--- config.mk ---
export PLATFORM = sky130hd
export DESIGN_NAME = c880_bist_ctrl
export DESIGN_NICKNAME = d
export VERILOG_FILES = /design/src/rtl/c880_bist_ctrl.sv
export SDC_FILE = /design/constraint.sdc
export NUM_CORES = 1
export LEC_CHECK = 0
export BUFFER_PORTS_ARGS = -buffer_cell sky130_fd_sc_hd__buf_2
export CORE_MARGIN = 1.5
export CORE_UTILIZATION = 40
export CTS_BUF_LIST = sky130_fd_sc_hd__clkbuf_4 sky130_fd_sc_hd__clkbuf_8
export DETAILED_ROUTE_END_ITERATION = 16
export PLACE_DENSITY = 0.59
export SLEW_MARGIN = 20
export SYNTH_ARGS = -nofsm -noshare
export SYNTH_HDL_FRONTEND = slang
export SYNTH_SLANG_ARGS = --single-unit
--- constraint.sdc ---
create_clock -name clk -period 3.2 [get_ports clk]
set_clock_uncertainty 0.1 [all_clocks]
set_input_delay 0.64 -clock clk [delete_from_list [all_inputs] [get_ports clk]]
set_output_delay 0.64 -clock clk [all_outputs]
set_load 0.01 [all_outputs]
--- src/rtl/c880_bist_ctrl.sv ---
// BIST sequencer for c880: LFSR pattern source, MISR response compactor.
// Optional golden compare enabled by C880_BIST_GOLDEN_CMP_EN.
module c880_bist_ctrl #(
  parameter int unsigned NUM_PATTERNS = 1024,
  parameter logic [59:0] SEED         = 60'h0000000_00000001,
  parameter logic [25:0] GOLDEN       = 26'h0
) (
  input  logic        clk,
  input  logic        rst_n,
  input  logic        start,
  input  logic [25:0] response_i,
  output logic [59:0] pattern_o,
  output logic        busy,
  output logic        done,
  output logic [25:0] signature,
  output logic        pass
);

  localparam int CW = $clog2(NUM_PATTERNS + 1);
  localparam logic [CW-1:0] LAST = CW'(NUM_PATTERNS - 1);
  localparam logic [CW-1:0] ONE  = CW'(1);

  localparam logic [1:0] S_IDLE = 2'd0;
  localparam logic [1:0] S_RUN  = 2'd1;
  localparam logic [1:0] S_DONE = 2'd2;

  // MISR feedback taps for x^26+x^6+x^2+x+1 (bits 0,1,2,6)
  localparam logic [25:0] TAPS = 26'h0000047;

  logic [1:0]    r_state;
  logic [59:0]   r_lfsr;
  logic [25:0]   r_misr;
  logic [CW-1:0] r_cnt;
  logic [59:0]   r_pattern;
  logic          r_busy;
  logic          r_done;

  logic [59:0]   w_lfsr_nxt;
  logic [25:0]   w_misr_nxt;
  logic          w_last;

  // Next-state functions of the pattern and signature registers
  always_comb begin
    w_lfsr_nxt = {r_lfsr[58:0], r_lfsr[59] ^ r_lfsr[58]};
    w_misr_nxt = {r_misr[24:0], 1'b0} ^ response_i;
    if (r_misr[25]) begin
      w_misr_nxt = w_misr_nxt ^ TAPS;
    end
    w_last = (r_cnt == LAST);
  end

  // Sequencer FSM with LFSR, MISR and pattern register
  always_ff @(posedge clk or negedge rst_n) begin
    if (!rst_n) begin
      r_state   <= S_IDLE;
      r_lfsr    <= SEED;
      r_misr    <= '0;
      r_cnt     <= '0;
      r_pattern <= '0;
      r_busy    <= 1'b0;
      r_done    <= 1'b0;
    end else begin
      unique case (r_state)
        S_IDLE: begin
          if (start) begin
            r_state   <= S_RUN;
            r_lfsr    <= SEED;
            r_misr    <= '0;
            r_cnt     <= '0;
            r_pattern <= SEED;
            r_busy    <= 1'b1;
          end
        end
        S_RUN: begin
          r_misr <= w_misr_nxt;
          r_lfsr <= w_lfsr_nxt;
          r_cnt  <= r_cnt + ONE;
          if (w_last) begin
            r_state   <= S_DONE;
            r_busy    <= 1'b0;
            r_done    <= 1'b1;
            r_pattern <= '0;
          end else begin
            r_pattern <= w_lfsr_nxt;
          end
        end
        S_DONE: begin
          r_state <= S_IDLE;
          r_done  <= 1'b0;
        end
        default: begin
          r_state   <= S_IDLE;
          r_busy    <= 1'b0;
          r_done    <= 1'b0;
          r_pattern <= '0;
        end
      endcase
    end
  end

`ifdef C880_BIST_GOLDEN_CMP_EN
  logic r_pass;

  // Golden compare on the final signature, cleared by a new run
  always_ff @(posedge clk or negedge rst_n) begin
    if (!rst_n) begin
      r_pass <= 1'b0;
    end else if (r_state == S_IDLE && start) begin
      r_pass <= 1'b0;
    end else if (r_state == S_RUN && w_last) begin
      r_pass <= (w_misr_nxt == GOLDEN);
    end
  end

  assign pass = r_pass;
`else
  logic [25:0] w_unused_golden;
  assign w_unused_golden = GOLDEN;
  assign pass = 1'b0;
`endif

  assign pattern_o = r_pattern;
  assign busy      = r_busy;
  assign done      = r_done;
  assign signature = r_misr;

endmodule
---- Word level (Yosys, flattened, before mapping) ----
Index checks and enable logic that the tools add are counted.
word-level totals
  register bits after elaboration ......... 161
  bits in latches ......................... 0
  RAM bits ................................ 0
  ROM bits ................................ 0
  memories ................................ 0
operators by class
  add/sub/neg operators ................... 1
  multipliers ............................. 0
  divide/modulo/power cells ............... 0
  magnitude comparators ................... 0
  equality and inequality tests ........... 5
  shift-type cells ........................ 0
  multiplexer cells ....................... 17
  bitwise logic cells ..................... 5
  reductions and logical operators ........ 7
operator list
  operator               number
  $pmux 60 s3            1
  $mux 60                2
  $pmux 60 s2            1
  $pmux 26 s2            1
  $mux 26                1
  $xor 26x26->26         1
  $pmux 11 s2            1
  $add 11x1->11 const B  1
  $eq 11x10->1 const B   1
  $mux 11                1
  $reduce_and 2->1       4
  $mux 7                 1
  $mux 2                 2
  $ne 2x2->1 const B     2
  $not 4->4              1
  $pmux 2 s2             1
  $mux 1                 3
  $pmux 1 s3             1
  $reduce_and 3->1       1
  $eq 2x1->1 const B     1
  $eq 2x2->1 const B     1
  $logic_not 2->1        1
  $not 1->1              2
  $pmux 1 s2             1
  other kinds (2)        2

---- Logic depth before layout (Yosys ltp) ----
Gate-level depths: netlist of the first run.
  depth after elaboration ................. 4
  gate-level depth with buffers ........... 6
  depth with buffers taken out ............ 4

---- Worst setup path before layout of the first run ----
OpenSTA, ideal clock, no wires.
  path kind ............................... reg2reg
  from .................................... register r_cnt[0]
  to ...................................... register r_pattern[49] (netlist: pattern_o[49])
  arrival ................................. 1.471 ns
  setup slack ............................. 1.508 ns
  cell stages (with the launch flop) ...... 7
  clock period less this slack ............ 1.692 ns
  cell sequence ........................... dfrtp_1 ha_1 and2_1 a41oi_2 buf_4 buf_6 a22o_1
on the way
  word-level cells in the longest chain between the ends .. 3
ends and longest elaborated chain
  what                    line  source
  from (decl)             33    logic [CW-1:0] r_cnt;
  from (signal assigned)  77    r_cnt <= r_cnt + ONE;
  $eq 11x10->1            49    w_last = (r_cnt == LAST);
  $mux 60                 78    if (w_last) begin
  $pmux 60 s3             63    unique case (r_state)
  to (signal assigned)    84    r_pattern <= w_lfsr_nxt;
  to (decl)               34    logic [59:0] r_pattern;
Every way passes these cells.
A chain may end at the register's enable or synchronous reset.

---- Worst setup path after layout of the first run ----
  from .................................... register r_cnt[0]
  to ...................................... register r_pattern[59] (netlist: pattern_o[59])
Same word-level chain as after synthesis.

==> metrics.txt, run 1 <==
run status=finished clean; Max Fanout on Critical Path=45; max cap viols=0; Die X-Extent=127 um; worst hold path class=in -> async; post-synth cell types=42; top-area cell type share of the netlist area=64.8%; most common cell in the netlist=dfrtp_1; post-synth top area cell=dfrtp_1; worst-margin pin slew=0.769 ns; Final #Nets=608; CP Data Required Time=3.48 ns; core area=15100 um^2; Worst Setup Path Type=reg -> reg; worst relative slew slack=48.6%; Mapped Area=6180 um^2; drt total wl=12.4 mm; clock buffer depth=2; startpoint types=flip-flop; Total GRT Usage=15.9%; Critical Path Max Stage Delay=0.54 ns; Cell Rows=45; CP max-delay cell=a41oi_4; share of post-route cells with drive strength above 1=27.6%; total grt overflow=0; n_diodes=0; worst path buffer plus inverter count=1; syn avg cell area=13.2 um^2; initial core utilization=40.8%; Hold Buf Count CTS=0; Die Span Y=127 um; DRT Pass-1 Iters=4; crit-path cells=ha_1 > and2_1 > a41oi_4 > buf_12 > a22o_1; Post-CTS Setup Inserts=0; Syn-to-layout area delta=19.6%; Synth warnings=0; initial antenna violation count=0; IO buf count=116; worst skew pair latency=0.45 ns; H-tree depth=4; Final Hold Fails=0; Yosys reg bits=161; antenna-violating nets left=0; Fmax achieved=468 MHz; Worst EP arrival=2.42 ns; storage element area=4030 um^2; Avg WL per Cell=15.9 um; Via density=5.32; Final TNS setup=0 ns; setup violators final=0; post-DP HPWL=7.93 mm; RSZ-0062 raised after global routing=false; clock-pin slew on the worst setup and hold paths=0.08 ns; Final Non-Filler Cells=779; peak supply drop=0.336 mV; main flop type after synthesis=dfrtp_1; top cells by count, synth=dfrtp_1, a22o_1, nand2_1, o21ai_1, xnor2_1; largest net degree at the start of global routing=74; fin. max-slew vios=0; Ports=118; register area share after synthesis=65.2%; cell family with most CP delay=compound AO/OA/AOI/OAI gates; total CTS buffers=17; ys async rst share=100%; placed cells=747; CTS tree=yes; Filler cells=1330; RePlAce Congestion=0.730; Synth area leaders=dfrtp_1, a22o_1, xnor2_1, o21ai_1, nand2_1; post-CTS sizing=0; Leak=3.63 nW; DIE AREA=16200 um^2; multi-input logic area=2000 um^2; Power Dens Cells=647 nW/um^2; Syn Inst Count=469; Post-Syn Nets=499; Final Critical Period=2.14 ns; Final period util=66.8%; number of global-route vias before repair=4014; # clock sinks=161; DRC=0; DRT iter0 DRCs=214; Post-synth EDFFs=0; vias post-DR=4148; Worst Setup End Kind=flip-flop; Clock Tree Root=clkbuf_8; global-route wire length before repair=20.4 mm
[cells in the final DEF, fill, tap and decap left out, types with 2 or more instances in the layout]
master / count
dfrtp_1: 160
a22o_1: 120
buf_2: 115
nand2_1: 33
o21ai_1: 29
xnor2_1: 27
clkbuf_8: 18
nand3_1: 7
nand4_1: 6
buf_4: 5
o211ai_1: 4
inv_1: 4
clkinv_4: 4
buf_12: 4
xor2_1: 3
a21oi_1: 3
nor2_1: 3
o32ai_1: 3
clkinvlp_4: 3
nand2b_1: 2
nor3_1: 2
and2_1: 2
or4_1: 2
a31oi_1: 2
nor2b_1: 2
inv_6: 2
clkinv_2: 2
bufinv_16: 2
[stage by stage]
| step | utilization (%) | hold slack, ns | area [um^2] | power [mW] | worst slack, ns |
|---|---|---|---|---|---|
| 6_report | 48.8 | 0.0952 | 7390 | 4.78 | 1.06 |
| 5_1_grt | 48.8 | 0.118 | 7390 | 5.04 | 0.915 |
| 4_1_cts | 48.8 | 0.0868 | 7390 | 4.85 | 1.02 |
| 3_5_place_dp | 46.1 | 0.389 | 6990 | 3.34 | 1.06 |
| 3_3_place_gp | 46.1 | 0.385 | 6990 | 3.32 | 1.14 |
| 2_1_floorplan | - | 0.244 | 6180 | 2.99 | 1.51 |
[where the power goes]
group | leakage, nW | switching (mW) | internal, mW
clock | 0.198 | 0.768 | 0.724
combinational | 1.28 | 0.373 | 0.388
sequential | 2.15 | 0.266 | 2.26
[state kept, by name, summed over array words and instances, names as in the netlist]
name and flops:
busy 1, r_lfsr 60, r_state 2, done 1, pattern_o 60, r_cnt 11, signature 26
[path summary, 6_finish.rpt]
| check | from | endpoint | slack, ns | cells past startpoint |
|---|---|---|---|---|
| setup / recovery | r_cnt[0]$_DFFE_PN0P_ | pattern_o[59]$_DFFE_PN0P_ | 1.06 | 5 |
| hold / removal | rst_n | pattern_o[46]$_DFFE_PN0P_ | 0.1 | 1 |
| setup reg to reg | r_cnt[0]$_DFFE_PN0P_ | pattern_o[59]$_DFFE_PN0P_ | 1.06 | 5 |
| hold reg to reg | pattern_o[41]$_DFFE_PN0P_ | pattern_o[41]$_DFFE_PN0P_ | 0.40 | 1 |
| max in group asynchronous | rst_n | r_lfsr[11]$_DFFE_PN0P_ | 2.05 | 2 |
| min in group clk | response_i[13] | signature[13]$_DFFE_PN0P_ | 0.35 | 3 |
[kinds of logic (layout without fill, tap and decap cells)]
| kind of cell | Yosys count | count (layout) | synth area share [%] |
|---|---|---|---|
| other | 1 | 1 | 0.0607 |
| multiplexers | 1 | 1 | 0.162 |
| XOR/XNOR | 30 | 30 | 4.25 |
| buffers and inverters | 39 | 161 | 3.00 |
| AO/OA/AOI/OAI | 170 | 170 | 22.0 |
| adder cells (fa/ha/maj) | 1 | 1 | 0.202 |
| flip-flops | 161 | 161 | 65.2 |
| AND/OR/NAND/NOR | 66 | 66 | 5.10 |
[final cells by class]
cell class | count | area share [%]
Timing Repair Buffer | 125 | 9.53
Clock buffer | 18 | 3.35
Multi-Input combinational cell | 269 | 27.1
Sequential cell | 161 | 54.5
Tap cell | 188 | 3.18
Clock inverter | 14 | 2.12
Inverter | 4 | 0.203
[routing by layer]
metal | GRT usage, % | routed length, um | share of wire [%] | vias to the layer above
met5 | 0 | 0 | 0 | -
met4 | 6.42 | 171 | 1.4 | 0
met3 | 4.02 | 497 | 4.0 | 14
met2 | 23.9 | 5590 | 45 | 106
met1 | 22.2 | 6140 | 50 | 2057
li1 | - | - | - | 1971
No activity file was read; power rests on OpenSTA's default activity.
==> run 2, diff against run 1 <==
--- a/config.mk
+++ b/config.mk
@@ -10,7 +10,7 @@
 export CORE_UTILIZATION = 40
 export CTS_BUF_LIST = sky130_fd_sc_hd__clkbuf_4 sky130_fd_sc_hd__clkbuf_8
 export DETAILED_ROUTE_END_ITERATION = 16
-export PLACE_DENSITY = 0.59
+export PLACE_DENSITY = 0.61
 export SLEW_MARGIN = 20
 export SYNTH_ARGS = -nofsm -noshare
 export SYNTH_HDL_FRONTEND = slang
==> constraint.sdc (replaced) <==
create_clock -name clk -period 1.9 [get_ports clk]
set_clock_uncertainty 0.1 [all_clocks]
set_input_delay 0.38 -clock clk [delete_from_list [all_inputs] [get_ports clk]]
set_output_delay 0.38 -clock clk [all_outputs]
set_load 0.01 [all_outputs]
==> metrics.txt, run 2 (synthesis gave the netlist of run 1 again) <==
run status=finished clean; worst hold slack=0.106 ns (+0.0109 ns); worst hold path class=in -> reg; DRT Pass-1 Iters=4 (unchanged); multi-input logic area=2000 um^2 (unchanged); H-tree depth=4 (unchanged); # clock sinks=161 (unchanged); RSZ-0062 raised after global routing=false; IO buf count=116 (unchanged); Final period util=92.8% (+26 points); DIE AREA=16200 um^2 (unchanged); Worst EP arrival=2.04 ns (-0.38 ns); Leak=3.69 nW (+1.6%); initial antenna violation count=0 (unchanged); global-route wire length before repair=20.8 mm (+2.1%); CP Data Required Time=2.18 ns (-1.30 ns); Total GRT Usage=16.2% (+0.31 points); Power Dens Cells=1110 nW/um^2 (+71%); placement-stage worst setup slack=0.154 ns (-0.911 ns); Die Span Y=127 um (unchanged); n_diodes=0 (unchanged); Die X-Extent=127 um (unchanged); peak supply drop=0.663 mV (+97%); CTS tree=yes; post-DP HPWL=7.91 mm (-0.23%); max cap viols=0 (unchanged); vias post-DR=4247 (+2.4%); number of global-route vias before repair=4070 (+1.4%); Clock Tree Root=clkbuf_8; Fmax achieved=567 MHz (+21%); total grt overflow=0 (unchanged); Final #Nets=614 (+0.99%); Avg WL per Cell=15.9 um (-0.11%); Placed Area=7050 um^2 (+0.90%); startpoint types=flip-flop; largest net degree at the start of global routing=94 (+27%); fin worst setup slack=0.137 ns (-0.927 ns); total CTS buffers=17 (unchanged); clock-pin slew on the worst setup and hold paths=0.08 ns (about the same); share of post-route cells with drive strength above 1=27.5% (-0.047 points); storage element area=4030 um^2 (unchanged); Via density=5.44 (+2.3%); Max Fanout on Critical Path=59 (+31%); antenna-violating nets left=0 (unchanged); DRC=0 (unchanged); worst skew pair latency=0.44 ns (about the same); commonest non-fill, non-tap cell in the layout=dfrtp_1; Filler cells=1328 (-0.15%); Worst Setup End Kind=flip-flop; core area=15100 um^2 (unchanged); DRT iter0 DRCs=286 (+34%); most frequent cells in the layout=dfrtp_1, a22o_1, buf_2, nand2_1, o21ai_1; setup violators final=0 (unchanged); fin. max-slew vios=0 (unchanged); Critical Path Start=r_state[0]$_DFFE_PN0P_; Ports=118 (unchanged); post-route cell area=7490 um^2 (+1.3%); initial core utilization=40.8% (unchanged); clock buffer depth=2 (unchanged); RePlAce Congestion=0.761 (+4.2%); Syn-to-layout area delta=21.2%; hold_sp=response_i[16]; Final Non-Filler Cells=780 (+0.13%); Final Hold Fails=0 (unchanged); Final TNS setup=0 ns (unchanged); Post-CTS Setup Inserts=0 (unchanged); r2r startpoint=r_state[0]$_DFFE_PN0P_; drt total wl=12.4 mm (about the same); placed cells=752 (+0.67%); Worst Setup Path Type=reg -> reg; Cell Rows=45 (unchanged); Final Critical Period=1.76 ns (-0.373 ns)
-- run 2: timing repair --
item | 4_1_cts | 5_1_grt
endpoints found under the hold margin | 42 | 0
hold buffers | 1 | 0
resized for setup | 0 | 0
-- run 2: path summary, 6_finish.rpt --
path                                             end  slack (ns)  depth (start not counted)
max                        pattern_o[46]$_DFFE_PN0P_        0.14                          4
min                        signature[16]$_DFFE_PN0P_        0.11                          3
max reg2reg                pattern_o[46]$_DFFE_PN0P_        0.14                          4
min reg2reg                pattern_o[25]$_DFFE_PN0P_        0.40                          1
max in group asynchronous  signature[11]$_DFFE_PN0P_        0.80                          3
min in group asynchronous  pattern_o[43]$_DFFE_PN0P_        0.34                          2
-- run 2: power by group --
part	switching, mW	total (mW)	internal (mW)
Clock	1.13	2.74	1.61
Combinational	0.633	1.31	0.675
Sequential	0.441	4.26	3.82
-- run 2: worst max-delay path: stages (launching register included) --
cell	delay, ns
dfrtp_1	0.56
nand2b_1	0.28
a41oi_4	0.27
buf_12	0.27
a22o_1	0.18
-- run 2: routing by layer --
layer	global-route usage (%)	up-vias	wire length, um
li1	-	1974	-
met1	23.4	2122	6080
met2	23.5	135	5450
met3	4.31	16	690
met4	6.35	0	176
met5	0	-	0
-- run 2: cell type report --
class,count,share of cell area (%)
flip-flops and latches,161,53.8
multi-input cells,269,26.7
repair buffers,131,10.4
clock buffers,21,3.61
well taps,188,3.14
clock inverters,6,2.12
inverters,4,0.201
-- run 2: stage by stage --
| step | utilization (%) | power [mW] |
|---|---|---|
| after floorplan | - | 5.04 |
| after global placement | 46.5 | 5.61 |
| after detailed placement | 46.5 | 5.65 |
| after CTS | 49.4 | 8.42 |
| after global routing | 49.4 | 8.79 |
| final | 49.4 | 8.31 |
